### config.mk
export PLATFORM = sky130hd
export DESIGN_NAME = add_mul_stream_adapter
export DESIGN_NICKNAME = d
export VERILOG_FILES = /design/src/rtl/add_mul_stream_pkg.sv /design/src/rtl/add_mul_result_fifo.sv /design/src/rtl/add_mul_stream_adapter.sv
export SDC_FILE = /design/constraint.sdc
export NUM_CORES = 1
export LEC_CHECK = 0
export BUFFER_PORTS_ARGS = -buffer_cell sky130_fd_sc_hd__buf_2
export CAP_MARGIN = 10
export CORE_MARGIN = 2
export CORE_UTILIZATION = 54
export CTS_CLUSTER_SIZE = 8
export DETAILED_ROUTE_END_ITERATION = 10
export HOLD_SLACK_MARGIN = 0.08
export PLACE_DENSITY = 0.8
export SLEW_MARGIN = 40
export SYNTH_ARGS = -nofsm -noshare
export SYNTH_HDL_FRONTEND = slang
export SYNTH_SLANG_ARGS = --single-unit
### constraint.sdc
create_clock -name clk -period 4.85 [get_ports clk]
set_input_delay 0.485 -clock clk [delete_from_list [all_inputs] [get_ports clk]]
set_output_delay 0.485 -clock clk [all_outputs]
set_load 0.02 [all_outputs]
### src/rtl/add_mul_stream_pkg.sv
// Shared types and constants for the add_mul valid/ready stream adapter.
package add_mul_stream_pkg;

    localparam int WORD_W          = 32;
    localparam int ADD_MUL_LATENCY = 3;

    typedef logic [WORD_W-1:0] add_mul_word_t;

    typedef struct packed {
        add_mul_word_t x;
        add_mul_word_t y;
        add_mul_word_t z;
    } add_mul_operands_t;

endpackage

### src/rtl/add_mul_result_fifo.sv
// In-order result FIFO for the add_mul adapter.
// Pointers carry one extra wrap bit so full and empty are told apart by the MSB.
// DEPTH must be a power of two and at least 2.
// The head reads as zero whenever the FIFO is empty.
module add_mul_result_fifo
    import add_mul_stream_pkg::*;
#(
    parameter int DEPTH = 8,
    parameter int WIDTH = WORD_W
) (
    input  logic             clk,
    input  logic             rst,
    input  logic             push,
    input  logic [WIDTH-1:0] push_data,
    input  logic             pop,
    output logic             full,
    output logic             empty,
    output logic [WIDTH-1:0] head
);

    localparam int AW = $clog2(DEPTH);
    localparam int PW = AW + 1;

    logic [PW-1:0]    wr_ptr_q, wr_ptr_d;
    logic [PW-1:0]    rd_ptr_q, rd_ptr_d;
    logic [WIDTH-1:0] mem_q [DEPTH];
    logic             do_push, do_pop;

    assign empty   = (wr_ptr_q == rd_ptr_q);
    assign full    = (wr_ptr_q[AW-1:0] == rd_ptr_q[AW-1:0]) && (wr_ptr_q[AW] != rd_ptr_q[AW]);
    assign do_push = push && !full;
    assign do_pop  = pop && !empty;
    assign head    = empty ? '0 : mem_q[rd_ptr_q[AW-1:0]];

    // Advance each pointer independently so a push and a pop in the same cycle both take effect.
    always_comb begin
        wr_ptr_d = wr_ptr_q;
        rd_ptr_d = rd_ptr_q;
        if (do_push) begin
            wr_ptr_d = wr_ptr_q + PW'(1);
        end
        if (do_pop) begin
            rd_ptr_d = rd_ptr_q + PW'(1);
        end
    end

    // Pointer registers; reset empties the FIFO and discards whatever it held.
    always_ff @(posedge clk) begin
        if (rst) begin
            wr_ptr_q <= '0;
            rd_ptr_q <= '0;
        end else begin
            wr_ptr_q <= wr_ptr_d;
            rd_ptr_q <= rd_ptr_d;
        end
    end

    // Storage array; no reset needed because the head is masked while empty.
    always_ff @(posedge clk) begin
        if (!rst && do_push) begin
            mem_q[wr_ptr_q[AW-1:0]] <= push_data;
        end
    end

endmodule

### src/rtl/add_mul_stream_adapter.sv
// Valid/ready wrapper around the fixed-latency, non-stallable add_mul pipeline.
// A valid shift register follows each issued triple through add_mul.
// Credits cover both in-flight and queued results, so every result always has a FIFO slot.
module add_mul_stream_adapter
    import add_mul_stream_pkg::*;
#(
    parameter int WIDTH   = WORD_W,
    parameter int LATENCY = ADD_MUL_LATENCY,
    parameter int DEPTH   = 8
) (
    input  logic             clk,
    input  logic             rst,
    input  logic             in_valid,
    output logic             in_ready,
    input  logic [WIDTH-1:0] in_x,
    input  logic [WIDTH-1:0] in_y,
    input  logic [WIDTH-1:0] in_z,
    output logic [WIDTH-1:0] pipe_x,
    output logic [WIDTH-1:0] pipe_y,
    output logic [WIDTH-1:0] pipe_z,
    input  logic [WIDTH-1:0] pipe_out,
    output logic             out_valid,
    input  logic             out_ready,
    output logic [WIDTH-1:0] out_data
);

    localparam int             CW      = $clog2(DEPTH + 1);
    localparam logic [CW-1:0]  CREDITS = CW'(DEPTH);

    logic [LATENCY-1:0] vld_q, vld_d;
    logic [CW-1:0]      used_q, used_d;
    logic               fire, pop;
    logic               fifo_full, fifo_empty;

    assign pipe_x = in_x;
    assign pipe_y = in_y;
    assign pipe_z = in_z;

    // in_ready depends only on the credit register, never on out_ready.
    assign in_ready  = !rst && (used_q < CREDITS);
    assign fire      = in_valid && in_ready;
    assign out_valid = !fifo_empty;
    assign pop       = out_valid && out_ready;

    // Shift validity alongside add_mul and update credits: fire takes one, pop returns one.
    always_comb begin
        vld_d    = vld_q << 1;
        vld_d[0] = fire;
        used_d   = used_q + {{(CW-1){1'b0}}, fire} - {{(CW-1){1'b0}}, pop};
    end

    // State registers; reset drops in-flight results by clearing validity.
    always_ff @(posedge clk) begin
        if (rst) begin
            vld_q  <= '0;
            used_q <= '0;
        end else begin
            vld_q  <= vld_d;
            used_q <= used_d;
        end
    end

    // The credit scheme guarantees a free slot for every result leaving add_mul.
    always_ff @(posedge clk) begin
        if (!rst) begin
            assert (!(vld_q[LATENCY-1] && fifo_full));
        end
    end

    add_mul_result_fifo #(
        .DEPTH (DEPTH),
        .WIDTH (WIDTH)
    ) u_result_fifo (
        .clk       (clk),
        .rst       (rst),
        .push      (vld_q[LATENCY-1]),
        .push_data (pipe_out),
        .pop       (pop),
        .full      (fifo_full),
        .empty     (fifo_empty),
        .head      (out_data)
    );

endmodule

======== After elaboration in Yosys (flattened, before gate mapping) ========
Memory sizes are Yosys's and may differ from the RTL's. A register that Yosys moved wholly into a read port is not among the register bits.
Cells that the tools add are included.
cells by class
  $add $sub $neg .......................... 4
  multipliers ............................. 0
  divide/modulo/power cells ............... 0
  magnitude comparators ................... 1
  equal/unequal tests ..................... 3
  shifts and indexed selects .............. 0
  multiplexer cells ....................... 5
  bitwise logic cells ..................... 0
  reductions and logical operators ........ 10
operators with widths
  kind                                         number
  two-way mux 32 bit                           1
  adder 4 x 1 -> 4 bit, second input constant  2
  logical AND 1 bit                            7
  two-way mux 3 bit                            2
  adder 4 x 1 -> 4 bit                         1
  == test 4 bit                                1
  < comparator 4 bit, second input constant    1
  subtractor 4 x 1 -> 4 bit                    1
  == test 3 bit                                1
  logical NOT 1 bit                            3
  two-way mux 1 bit                            2
  inequality test 1 bit                        1
storage, ports and cells
  bits in registers ....................... 15
  latch bits .............................. 0
  RAM bits ................................ 256
  memory bits (read-only) ................. 0
  input port bits ......................... 132
  output and inout bits ................... 130
  logic and storage cells ................. 28
  memories kept ........................... 1
memories
  name                 words  width  rd ports  clocked after Yosys merged registers in  wr ports  line                       RTL
  u_result_fifo.mem_q  8      32     1         1                                        1         add_mul_result_fifo.sv:26  logic [WIDTH-1:0] mem_q [DEPTH];

======== Depth between registers and ports, before layout ========
Gate-level depths: netlist of the first run.
  depth in word-level cells ............... 7
  depth in mapped cells ................... 11
  depth with buffers taken out ............ 10

======== Modules after synthesis ========
From an unflattened synthesis of the first run, not the netlist that was laid out.
second synthesis, totals
  cell total of the unflattened synthesis .. 616
  area total of the unflattened synthesis .. 11486.0 µm²
modules (own cells, without submodules)
  module                  times used  cells an instance  area an instance (µm²)  sequential area each (µm²)
  add_mul_result_fifo     1           486                10428.8                 7907.6
  add_mul_stream_adapter  1           130                1057.3                  140.1

======== Worst setup path after synthesis of the first run ========
No wires, ideal clock.
  kind .................................... reg2reg
  start point ............................. register u_result_fifo.wr_ptr_q[0]
  end point ............................... memory u_result_fifo.mem_q[2][0] in the netlist's numbering (enable)
  setup time .............................. 0.461 ns
  arrival ................................. 3.308 ns
  data required time ...................... 4.389 ns
  setup slack ............................. 1.081 ns
  stages on the path, launching flop included .. 7
  buffers on the path ..................... 2
  period minus slack after synthesis ...... 3.769 ns
  cell sequence ........................... dfxtp_1 > buf_6 > xor2_1 > or3_1 > buf_2 > o21ai_1 > nor3_1
on the way
  cells in the longest elaborated chain, start to end .. 7
RTL lines
  element                                  line                       RTL
  start, declared                          add_mul_result_fifo.sv:24  logic [PW-1:0] wr_ptr_q, wr_ptr_d;
  start signal, assigned                   add_mul_result_fifo.sv:53  wr_ptr_q <= wr_ptr_d;
  == test 3 bit                            add_mul_result_fifo.sv:30  assign full = (wr_ptr_q[AW-1:0] == rd_ptr_q[AW-1:0]) && (wr_ptr_q[AW] != rd_ptr_q[AW]);
  logical AND 1 bit                        add_mul_result_fifo.sv:30
  logical NOT 1 bit                        add_mul_result_fifo.sv:31  assign do_push = push && !full;
  logical AND 1 bit                        add_mul_result_fifo.sv:31
  logical AND 1 bit                        add_mul_result_fifo.sv:60  if (!rst && do_push) begin
  two-way mux 1 bit                        add_mul_result_fifo.sv:60
  two-way mux 1 bit (not written as such)  add_mul_result_fifo.sv:61  mem_q[wr_ptr_q[AW-1:0]] <= push_data;
  end, declared                            add_mul_result_fifo.sv:26
Parallel ways exist; a longest one is shown, timed or not.

======== Final worst setup path of the first run ========
  start point ............................. register u_result_fifo.wr_ptr_q[0]
  end point ............................... output port out_data[13]
on the way
  cells in the longest elaborated chain, start to end .. 2
RTL lines
  element             line                          RTL
  == test 4 bit       add_mul_result_fifo.sv:29     assign empty = (wr_ptr_q == rd_ptr_q);
  two-way mux 32 bit  add_mul_result_fifo.sv:33     assign head = empty ? '0 : mem_q[rd_ptr_q[AW-1:0]];
  end, declared       add_mul_stream_adapter.sv:24  output logic [WIDTH-1:0] out_data
No other way between the ends.

==> results of run 1 <==
-- power by group --
part / total [W] / switching, W / leakage [nW] / internal [W]
logic: 0.000323 / 0.000176 / 1.13 / 0.000147
clock network: 0.00238 / 0.000888 / 0.518 / 0.00149
registers: 0.00263 / 0.0000206 / 2.45 / 0.00261
-- sequential cells by signal, summed over array words and instances, names as in the netlist, named ones only --
name,flops
u_result_fifo.mem_q,256
u_result_fifo.rd_ptr_q,4
vld_q,3
u_result_fifo.wr_ptr_q,4
used_q,4
-- metal layers --
metal | vias to the layer above | routed length [um] | GRT usage, %
met5 | - | 0 | 0
met4 | 0 | 1316 | 12.86
met3 | 82 | 1888 | 6.442
met2 | 244 | 11790 | 35.46
met1 | 2694 | 8302 | 24.19
li1 | 2239 | - | -
-- layout make-up --
cell class                      count  area share, %
Antenna cell                        3        0.06016
Clock buffer                       48          8.432
Clock inverter                      1        0.07018
Inverter                           10         0.3008
Multi-Input combinational cell    200          19.56
Sequential cell                   274          64.56
Tap cell                          270          2.707
Timing Repair Buffer               85          4.311
-- cell usage after synthesis, types with 3 or more instances --
cell | instances | share of area (%)
clkbuf_1 | 13 | 0.43
inv_1 | 9 | 0.30
dfxtp_1 | 18 | 3.2
buf_4 | 96 | 6.4
or3_1 | 3 | 0.17
xnor2_1 | 3 | 0.23
nand2_1 | 5 | 0.17
nor2b_1 | 6 | 0.33
nor2_1 | 52 | 1.7
buf_2 | 11 | 0.49
mux2i_1 | 34 | 3.0
mux4_2 | 64 | 13
ha_1 | 6 | 0.66
xor2_1 | 7 | 0.54
edfxtp_1 | 256 | 68
-- final timing paths --
kind | slack, ps | cells past startpoint | end
max | 1630 | 6 | out_data[13]
min | 200 | 2 | vld_q[0]$_SDFF_PP0_
max reg2reg | 2110 | 6 | u_result_fifo.mem_q[1][20]$_DFFE_PP_
min reg2reg | 440 | 1 | vld_q[2]$_SDFF_PP0_
-- worst reg2reg max path: stages (launching register included) --
cell,delay (ps)
dfxtp_1,540
xor2_1,190
or3_1,500
o21ai_1,590
nor2_4,200
buf_16,220
buf_4,230
-- logic make-up after synthesis --
family | after synthesis | share of synthesized area (%)
simple gates | 75 | 2.890
mux | 100 | 15.96
fa+ha+maj | 7 | 0.8413
flops | 274 | 71.21
compound gates | 8 | 0.5978
buf+inv | 131 | 7.727
xor+xnor | 10 | 0.7750
-- stage by stage --
stage / utilization, % / setup slack [ps]
floorplan: - / 1081
global placement: 55.48 / 1932
detailed placement: 55.82 / 1955
CTS: 61.03 / 1616
global route: 61.26 / 1496
finish: 61.28 / 1626
==> metrics, run 1 <==
flops & latches, synth about 270; TritonCTS buffer count 40; Crit path max-delay family simple AND/OR/NAND/NOR gates; CORE AREA 0.02036 mm^2; Hold WS 204.2 ps; status finished clean; placed inst area 0.01137 mm^2; Buffers & Inverters on Critical Path 2; area delta synth->final 10.42%; TritonCTS Sinks 274; Most used DFF post-synth edfxtp_1; routed vias/inst around 5.9; effective utilization at floorplan 55.50%; CP required 4370 ps; first-iteration detailed-routing DRC count 293; first-pass GRT wire length 34020 um; Multi-input gate area 0.002441 mm^2; Fin. Hold Viols 0; GP Congestion roughly 0.7; Worst setup SP type register; worst path cell trace xor2_1 -> or3_1 -> nor2_4 -> buf_16 -> nor2_1 -> buf_2; P per Cell Area 427.3 mW/mm^2; Hold Crit Start in_valid; DP Wirelength 13660 um; Finished Layout Cells 891; Slew Viols, Final 0; Worst-Margin Slew a little over 700 ps; layout cells sized above 1 33.50%; post_cts resized 0; RSZ-0062 raised after global routing false; Overall Global Routing Usage 21.22%; routed via count 5259; setup violators final 0; most common cell after layout, fill and taps aside edfxtp_1; Gate Count Post-Synth 605; Hold Crit Class input pin to register; Tot Pwr 0.005332 W; period utilisation layout between 60% and 70%; CP max stage cell dfxtp_1; CTS tree done; Final min period ~3200 ps; Setup crit start u_result_fifo.wr_ptr_q[0]$_SDFFE_PP0N_; max_slew headroom 53.07%; Post-synth EDFFs 256; distinct cell type count of the synthesized netlist 31; routed len/inst roughly 26 um; Routed Antenna Nets 0; die area approximately 0.022 mm^2; achievable frequency about 310 MHz; Rows 52; Critical Path Fanout Max 19; syn_area_per_cell 18.68 um^2; gr ovfl total 0; postcts setup bufs 0; Clock Latency Late Sink between 500 and 600 ps; delay of the slowest critical-path stage 540 ps; nets 750; clk buf depth 3; Post-Syn Area 0.01130 mm^2; Finished Cell Area 0.01248 mm^2; number of synthesis warnings 0; Sequential cell area 0.008056 mm^2; DRC 0; Post-Route WL roughly 23000 um; drt pass-1 iters 4; Top Ports 262; height of the die 148.7 um; Port Buffers 69; initial antenna violation count 2; Post-Place Cells around 840; max_cap viols 0; die width ~150 um; H-Tree Level Count 2; crit path capture type primary output; setup TNS 0 ps; Pleak about 4.1 nW; most frequent cells in the layout 256 x edfxtp_1, 69 x buf_2, 64 x mux4_2; Setup Skew between 20 and 25 ps; root buffer cell clkbuf_16; Fill cells approximately 1.4k; largest net degree at the start of global routing between 40 and 50; clock slew at reported path FFs 50 ps; CTS Hold Bufs 0; asr flop ratio synth 0%; post-synthesis sequential area ratio 71.21%; Crit Path Category register to primary output; Net Count, Synth 744; vias in the first global route 5619; worst endpoint data arrival time 2740 ps; worst r2r src u_result_fifo.wr_ptr_q[0]$_SDFFE_PP0N_; worst vdd ir 287.1 uV
Power figures use the tool's default switching activity.
==> run 2, diff against run 1 <==
==> constraint.sdc (replaced) <==
create_clock -name clk -period 3.17 [get_ports clk]
set_input_delay 0.317 -clock clk [delete_from_list [all_inputs] [get_ports clk]]
set_output_delay 0.317 -clock clk [all_outputs]
set_load 0.02 [all_outputs]
==> metrics, run 2 (same netlist as run 1, synthesis figures left out) <==
Top Ports 262 (unchanged); TritonCTS Sinks 274 (unchanged); P per Cell Area 652.2 mW/mm^2 (was 427.3 mW/mm^2); Final min period ~2800 ps; Crit path max-delay family multiplexers (was simple AND/OR/NAND/NOR gates); gr ovfl total 0 (unchanged); delay of the slowest critical-path stage 580 ps (was 540 ps); Setup Skew 15.28 ps (was 21.43 ps); Routed Antenna Nets 0 (unchanged); height of the die 148.7 um (unchanged); layout cells sized above 1 33.33% (was 33.50%); largest net degree at the start of global routing 65 (was 48); hold depth 1 (was 2); Crit Path Category register to primary output (unchanged); CP required 2850 ps (was 4370 ps); Buffers & Inverters on Critical Path 2 (unchanged); H-Tree Level Count 2 (unchanged); Pleak 4.165 nW (was 4.092 nW); Slew Viols, Final 0 (unchanged); setup TNS 0 ps (unchanged); Finished Cell Area 0.01264 mm^2 (was 0.01248 mm^2); Hold Crit Start pipe_out[15] (was in_valid); first-pass GRT wire length 34810 um (was 34020 um); routed len/inst 25.51 um (was 26.14 um); clk buf depth 3 (unchanged); first-iteration detailed-routing DRC count 438 (was 293); nets 764 (was 750); setup violators final 0 (unchanged); CORE AREA 0.02036 mm^2 (unchanged); area delta synth->final 11.85% (was 10.42%); RR Endpoint used_q[2]$_SDFF_PP0_ (was u_result_fifo.mem_q[1][20]$_DFFE_PP_); status finished clean (unchanged); DP Wirelength 14160 um (was 13660 um); postcts setup bufs 0 (unchanged); Hold WS 95.16 ps (was 204.2 ps); Tot Pwr 0.008244 W (was 0.005332 W); CTS tree done (unchanged); Critical Path Fanout Max 18 (was 19); placed inst area 0.01142 mm^2 (was 0.01137 mm^2); Clock Latency Late Sink 510 ps (about the same); worst path cell trace buf_4 -> mux4_2 -> mux2i_1 -> nor2_1 -> buf_2 (was xor2_1 -> or3_1 -> nor2_4 -> buf_16 -> nor2_1 -> buf_2); drt pass-1 iters 4 (unchanged); TritonCTS buffer count 40 (unchanged); routed vias/inst 5.904 (was 5.902); Rows 52 (unchanged); achievable frequency 363.3 MHz; reg2reg setup slack 480 ps (was 2110 ps); Port Buffers 69 (unchanged); Worst-Margin Slew 700.8 ps (was 704.0 ps); RSZ-0062 raised after global routing false (unchanged); initial antenna violation count 1 (was 2); crit path capture type primary output (unchanged); Fill cells 1361 (was 1397); vias in the first global route 5694 (was 5619); worst r2r src u_result_fifo.wr_ptr_q[0]$_SDFFE_PP0N_ (unchanged); pre-CTS setup slack 510.3 ps (was 1955 ps); Hold Crit Class input pin to register (unchanged); DRC 0 (unchanged); worst vdd ir 359.7 uV (was 287.1 uV); root buffer cell clkbuf_16 (unchanged); worst endpoint data arrival time 2440 ps (was 2740 ps); die width 148.7 um (unchanged); period utilisation layout a little under 90%; routed via count 5337 (was 5259); most frequent cells in the layout 256 x edfxtp_1, 69 x buf_2, 64 x mux4_2 (unchanged); CP max stage cell dfxtp_4 (was dfxtp_1); max_cap viols 0 (unchanged); Overall Global Routing Usage 21.48% (was 21.22%); GP Congestion 0.7621 (was 0.7069); setup ws final 417.4 ps (was 1626 ps); Worst setup SP type register (unchanged); clock slew at reported path FFs 50 ps (about the same); most common cell after layout, fill and taps aside edfxtp_1 (unchanged); die area 0.02210 mm^2 (unchanged); Post-Route WL 23060 um (was 23290 um); Worst Reg-to-Reg Cells 9 (was 6); max_slew headroom 52.97% (was 53.07%); worst hold endpoint u_result_fifo.mem_q[7][15]$_DFFE_PP_ (was vld_q[0]$_SDFF_PP0_); Fin. Hold Viols 0 (unchanged); effective utilization at floorplan 55.50% (unchanged); max reg flops 256 (unchanged)
run 2: final cells by class:
| class | count | area (um^2) | share of cell area [%] |
|---|---|---|---|
| clock inverters | 2 | 25.02 | 0.1980 |
| clock buffers | 48 | 1074 | 8.493 |
| multi-input cells | 200 | 2447 | 19.36 |
| diodes | 1 | 2.502 | 0.01980 |
| well taps | 270 | 337.8 | 2.672 |
| repair buffers | 99 | 663.1 | 5.246 |
| flip-flops and latches | 274 | 8054 | 63.71 |
| inverters | 10 | 37.54 | 0.2969 |
run 2: through the flow:
| stage | util, % | cells |
|---|---|---|
| CTS | 62.06 | 903 |
| detailed placement | 56.08 | 841 |
| global route | 62.06 | 903 |
| finish | 62.07 | 904 |
| global placement | 56.05 | 841 |
| floorplan | - | 605 |
run 2: how the worst max path moves through the flow:
stage,start,end,slack [ps],cells past startpoint
3_5_place_dp,u_result_fifo.wr_ptr_q[0]$_SDFFE_PP0N_,used_q[2]$_SDFF_PP0_,510,9
3_3_place_gp,u_result_fifo.wr_ptr_q[0]$_SDFFE_PP0N_,u_result_fifo.mem_q[2][9]$_DFFE_PP_,450,5
2_1_floorplan,u_result_fifo.wr_ptr_q[0]$_SDFFE_PP0N_,u_result_fifo.mem_q[2][0]$_DFFE_PP_,-600,6
5_1_grt,register,out_data[20],240,5
6_report,register,out_data[7],420,5
4_1_cts,register,out_data[7],350,5
run 2: what timing repair did:
item	in CTS	in global routing
hold buffers	12	0
gates resized for setup	0	0
hold endpoints to repair	57	0
endpoints found under the setup margin	0	0
run 2: report_power, final:
group | leakage (nW) | switching, W | internal (W)
registers | 2.45 | 0.0000299 | 0.00399
clock network | 0.536 | 0.00138 | 0.00234
logic | 1.18 | 0.000275 | 0.000229
run 2: per-layer routing:
metal | global-route usage (%) | wire length, um | up-vias
met2 | 35.02 | 11450 | 275
met1 | 26.92 | 8606 | 2724
met4 | 9.429 | 936 | 0
met5 | 0 | 0 | -
met3 | 6.534 | 2065 | 69
li1 | - | - | 2269
==> run 3, diff against run 2 <==
--- a/config.mk
+++ b/config.mk
@@ -13,6 +13,7 @@
 export DETAILED_ROUTE_END_ITERATION = 10
 export HOLD_SLACK_MARGIN = 0.08
 export PLACE_DENSITY = 0.8
+export REMOVE_ABC_BUFFERS = 1
 export SLEW_MARGIN = 40
 export SYNTH_ARGS = -nofsm -noshare
 export SYNTH_HDL_FRONTEND = slang
==> metrics, run 3 (same netlist as run 1, synthesis figures left out) <==
Critical Path Fanout Max 10 (was 18); Fill cells 1334 (was 1361); RSZ-0062 raised after global routing false (unchanged); root buffer cell clkbuf_16 (unchanged); worst vdd ir 361.4 uV (was 359.7 uV); H-Tree Level Count 2 (unchanged); Port Buffers 69 (unchanged); height of the die 148.7 um (unchanged); drt pass-1 iters 5 (was 4); Top Ports 262 (unchanged); GP Congestion 0.7800 (was 0.7621); clk buf depth 3 (unchanged); most frequent cells in the layout 256 x edfxtp_1, 69 x buf_2, 64 x mux4_2 (unchanged); largest net degree at the start of global routing 65 (unchanged); period utilisation layout 93.72% (was 86.83%); vias in the first global route 5740 (was 5694); Multi-input gate area 0.002447 mm^2 (unchanged); post_cts resized 0 (unchanged); clock slew at reported path FFs 50 ps (about the same); setup violators final 0 (unchanged); Crit path max-delay family simple AND/OR/NAND/NOR gates (was multiplexers); DP Wirelength 21730 um (was 14160 um); effective utilization at floorplan 55.50% (unchanged); Finished Layout Cells 911 (was 904); P per Cell Area 654.3 mW/mm^2 (was 652.2 mW/mm^2); gr ovfl total 0 (unchanged); RR Endpoint used_q[2]$_SDFF_PP0_ (unchanged); Setup Skew 21.65 ps (was 15.28 ps); most common cell after layout, fill and taps aside edfxtp_1 (unchanged); delay of the slowest critical-path stage 590 ps (was 580 ps); Buffers & Inverters on Critical Path 3 (was 2); pre-CTS setup slack 430.8 ps (was 510.3 ps); worst path cell trace xor2_1 -> or3_1 -> nor2_4 -> buf_12 -> buf_4 -> nor2_1 -> buf_2 (was buf_4 -> mux4_2 -> mux2i_1 -> nor2_1 -> buf_2); CP required 2850 ps (about the same); Worst Reg-to-Reg Cells 9 (unchanged); status finished clean (unchanged); DRC 0 (unchanged); Clock Latency Late Sink 520 ps (was 510 ps); CP max stage cell dfxtp_1 (was dfxtp_4); Routed Antenna Nets 0 (unchanged); die area 0.02210 mm^2 (unchanged); CP endpoint out_data[4] (was out_data[7]); TritonCTS buffer count 40 (unchanged); die width 148.7 um (unchanged); Sequential cell area 0.008054 mm^2 (unchanged); Finished Cell Area 0.01267 mm^2 (was 0.01264 mm^2); Fin. Hold Viols 0 (unchanged); first-pass GRT wire length 44970 um (was 34810 um); max_cap viols 0 (unchanged); worst endpoint data arrival time 2650 ps (was 2440 ps); first-iteration detailed-routing DRC count 633 (was 438); Overall Global Routing Usage 30.13% (was 21.48%); CORE AREA 0.02036 mm^2 (unchanged); CTS tree done (unchanged); Post-Route WL 32900 um (was 23060 um); routed via count 5749 (was 5337); Pleak 4.165 nW (about the same); setup ws final 199.2 ps (was 417.4 ps); reg2reg setup slack 380 ps (was 480 ps); Rows 52 (unchanged); Final min period 2971 ps (was 2753 ps); TritonCTS Sinks 274 (unchanged); Worst setup SP type register (unchanged); Crit Path Category register to primary output (unchanged); Hold Crit Class input pin to register (unchanged); layout cells sized above 1 32.86% (was 33.33%); worst r2r src u_result_fifo.wr_ptr_q[0]$_SDFFE_PP0N_ (unchanged); routed len/inst 36.11 um (was 25.51 um); setup TNS 0 ps (unchanged); Core Util, Final 62.20% (was 62.07%); max_slew headroom 50.72% (was 52.97%); area delta synth->final 12.08% (was 11.85%); Worst-Margin Slew 734.3 ps (was 700.8 ps); initial antenna violation count 1 (unchanged); max reg flops 256 (unchanged); Slew Viols, Final 0 (unchanged); crit path capture type primary output (unchanged); Setup crit start u_result_fifo.wr_ptr_q[0]$_SDFFE_PP0N_; placed inst area 0.01144 mm^2 (was 0.01142 mm^2); achievable frequency 336.6 MHz (was 363.3 MHz); nets 764 (unchanged); Post-Place Cells 840 (was 841); routed vias/inst 6.311 (was 5.904); WP depth 7 (was 5)
==> run 3: cell types whose count changed in the layout (fill, tap and decap cells not counted), sizes merged <==
cell         previous run  this run
clkbuf                 48        55
dlygate4sd3            12        11
clkinv                  2         1
diode                   1         2
buf                    87        88
==> run 3: worst min-delay path by stage <==
stage                              from                                      to  slack, ps  cells past startpoint
CTS                        pipe_out[13]    u_result_fifo.mem_q[5][13]$_DFFE_PP_         80                      1
global route               pipe_out[19]    u_result_fifo.mem_q[1][19]$_DFFE_PP_         90                      1
global placement    vld_q[0]$_SDFF_PP0_                     vld_q[1]$_SDFF_PP0_        420                      1
floorplan                           rst  u_result_fifo.rd_ptr_q[3]$_SDFFE_PP0P_        390                      1
detailed placement  vld_q[1]$_SDFF_PP0_                     vld_q[2]$_SDFF_PP0_        420                      1
finish                     pipe_out[10]    u_result_fifo.mem_q[7][10]$_DFFE_PP_         90                      1
==> run 3: where the power goes <==
group / total (W) / internal [W] / switching (W)
registers: 0.00401 / 0.00399 / 0.0000244
logic: 0.000538 / 0.000239 / 0.000298
clock network: 0.00374 / 0.00232 / 0.00142
total: 0.00829 / 0.00655 / 0.00174
==> run 3: layout make-up <==
cell class | instances | share of cell area, %
Antenna cell | 2 | 0.03951
Inverter | 10 | 0.2963
Timing Repair Buffer | 99 | 5.512
Clock inverter | 1 | 0.06914
Clock buffer | 55 | 8.514
Sequential cell | 274 | 63.58
Multi-Input combinational cell | 200 | 19.32
Tap cell | 270 | 2.667
==> run 3: per-layer routing <==
metal	share of wire [%]	GRT usage (%)	vias up
li1	-	-	2281
met2	41	40.14	439
met5	2.0	21.14	-
met4	3.7	10.10	18
met1	33	33.46	2917
met3	20	26.29	94
==> run 3: what timing repair did <==
| action | in CTS | in global routing |
|---|---|---|
| setup buffers | 0 | 2 |
| hold buffers | 11 | 0 |
| endpoints found under the hold margin | 55 | 0 |
| setup endpoints to repair | 0 | 1 |
==> run 3: metrics by stage <==
step / hold slack [ps] / total power (W)
after detailed placement: 423.1 / 0.004595
after global placement: 421.2 / 0.004560
final: 85.17 / 0.008288
after CTS: 80.36 / 0.008308
after global routing: 88.81 / 0.008493
after floorplan: 386.4 / 0.004405
==> run 3: worst register-to-register path, stage by stage (launching register included) <==
cell     delay (ps)
dfxtp_1         590
xor2_1          210
o41ai_2         580
inv_1           100
ha_1            290
inv_1            40
ha_1            200
fa_1            400
xnor2_1         190
nor2_1           50
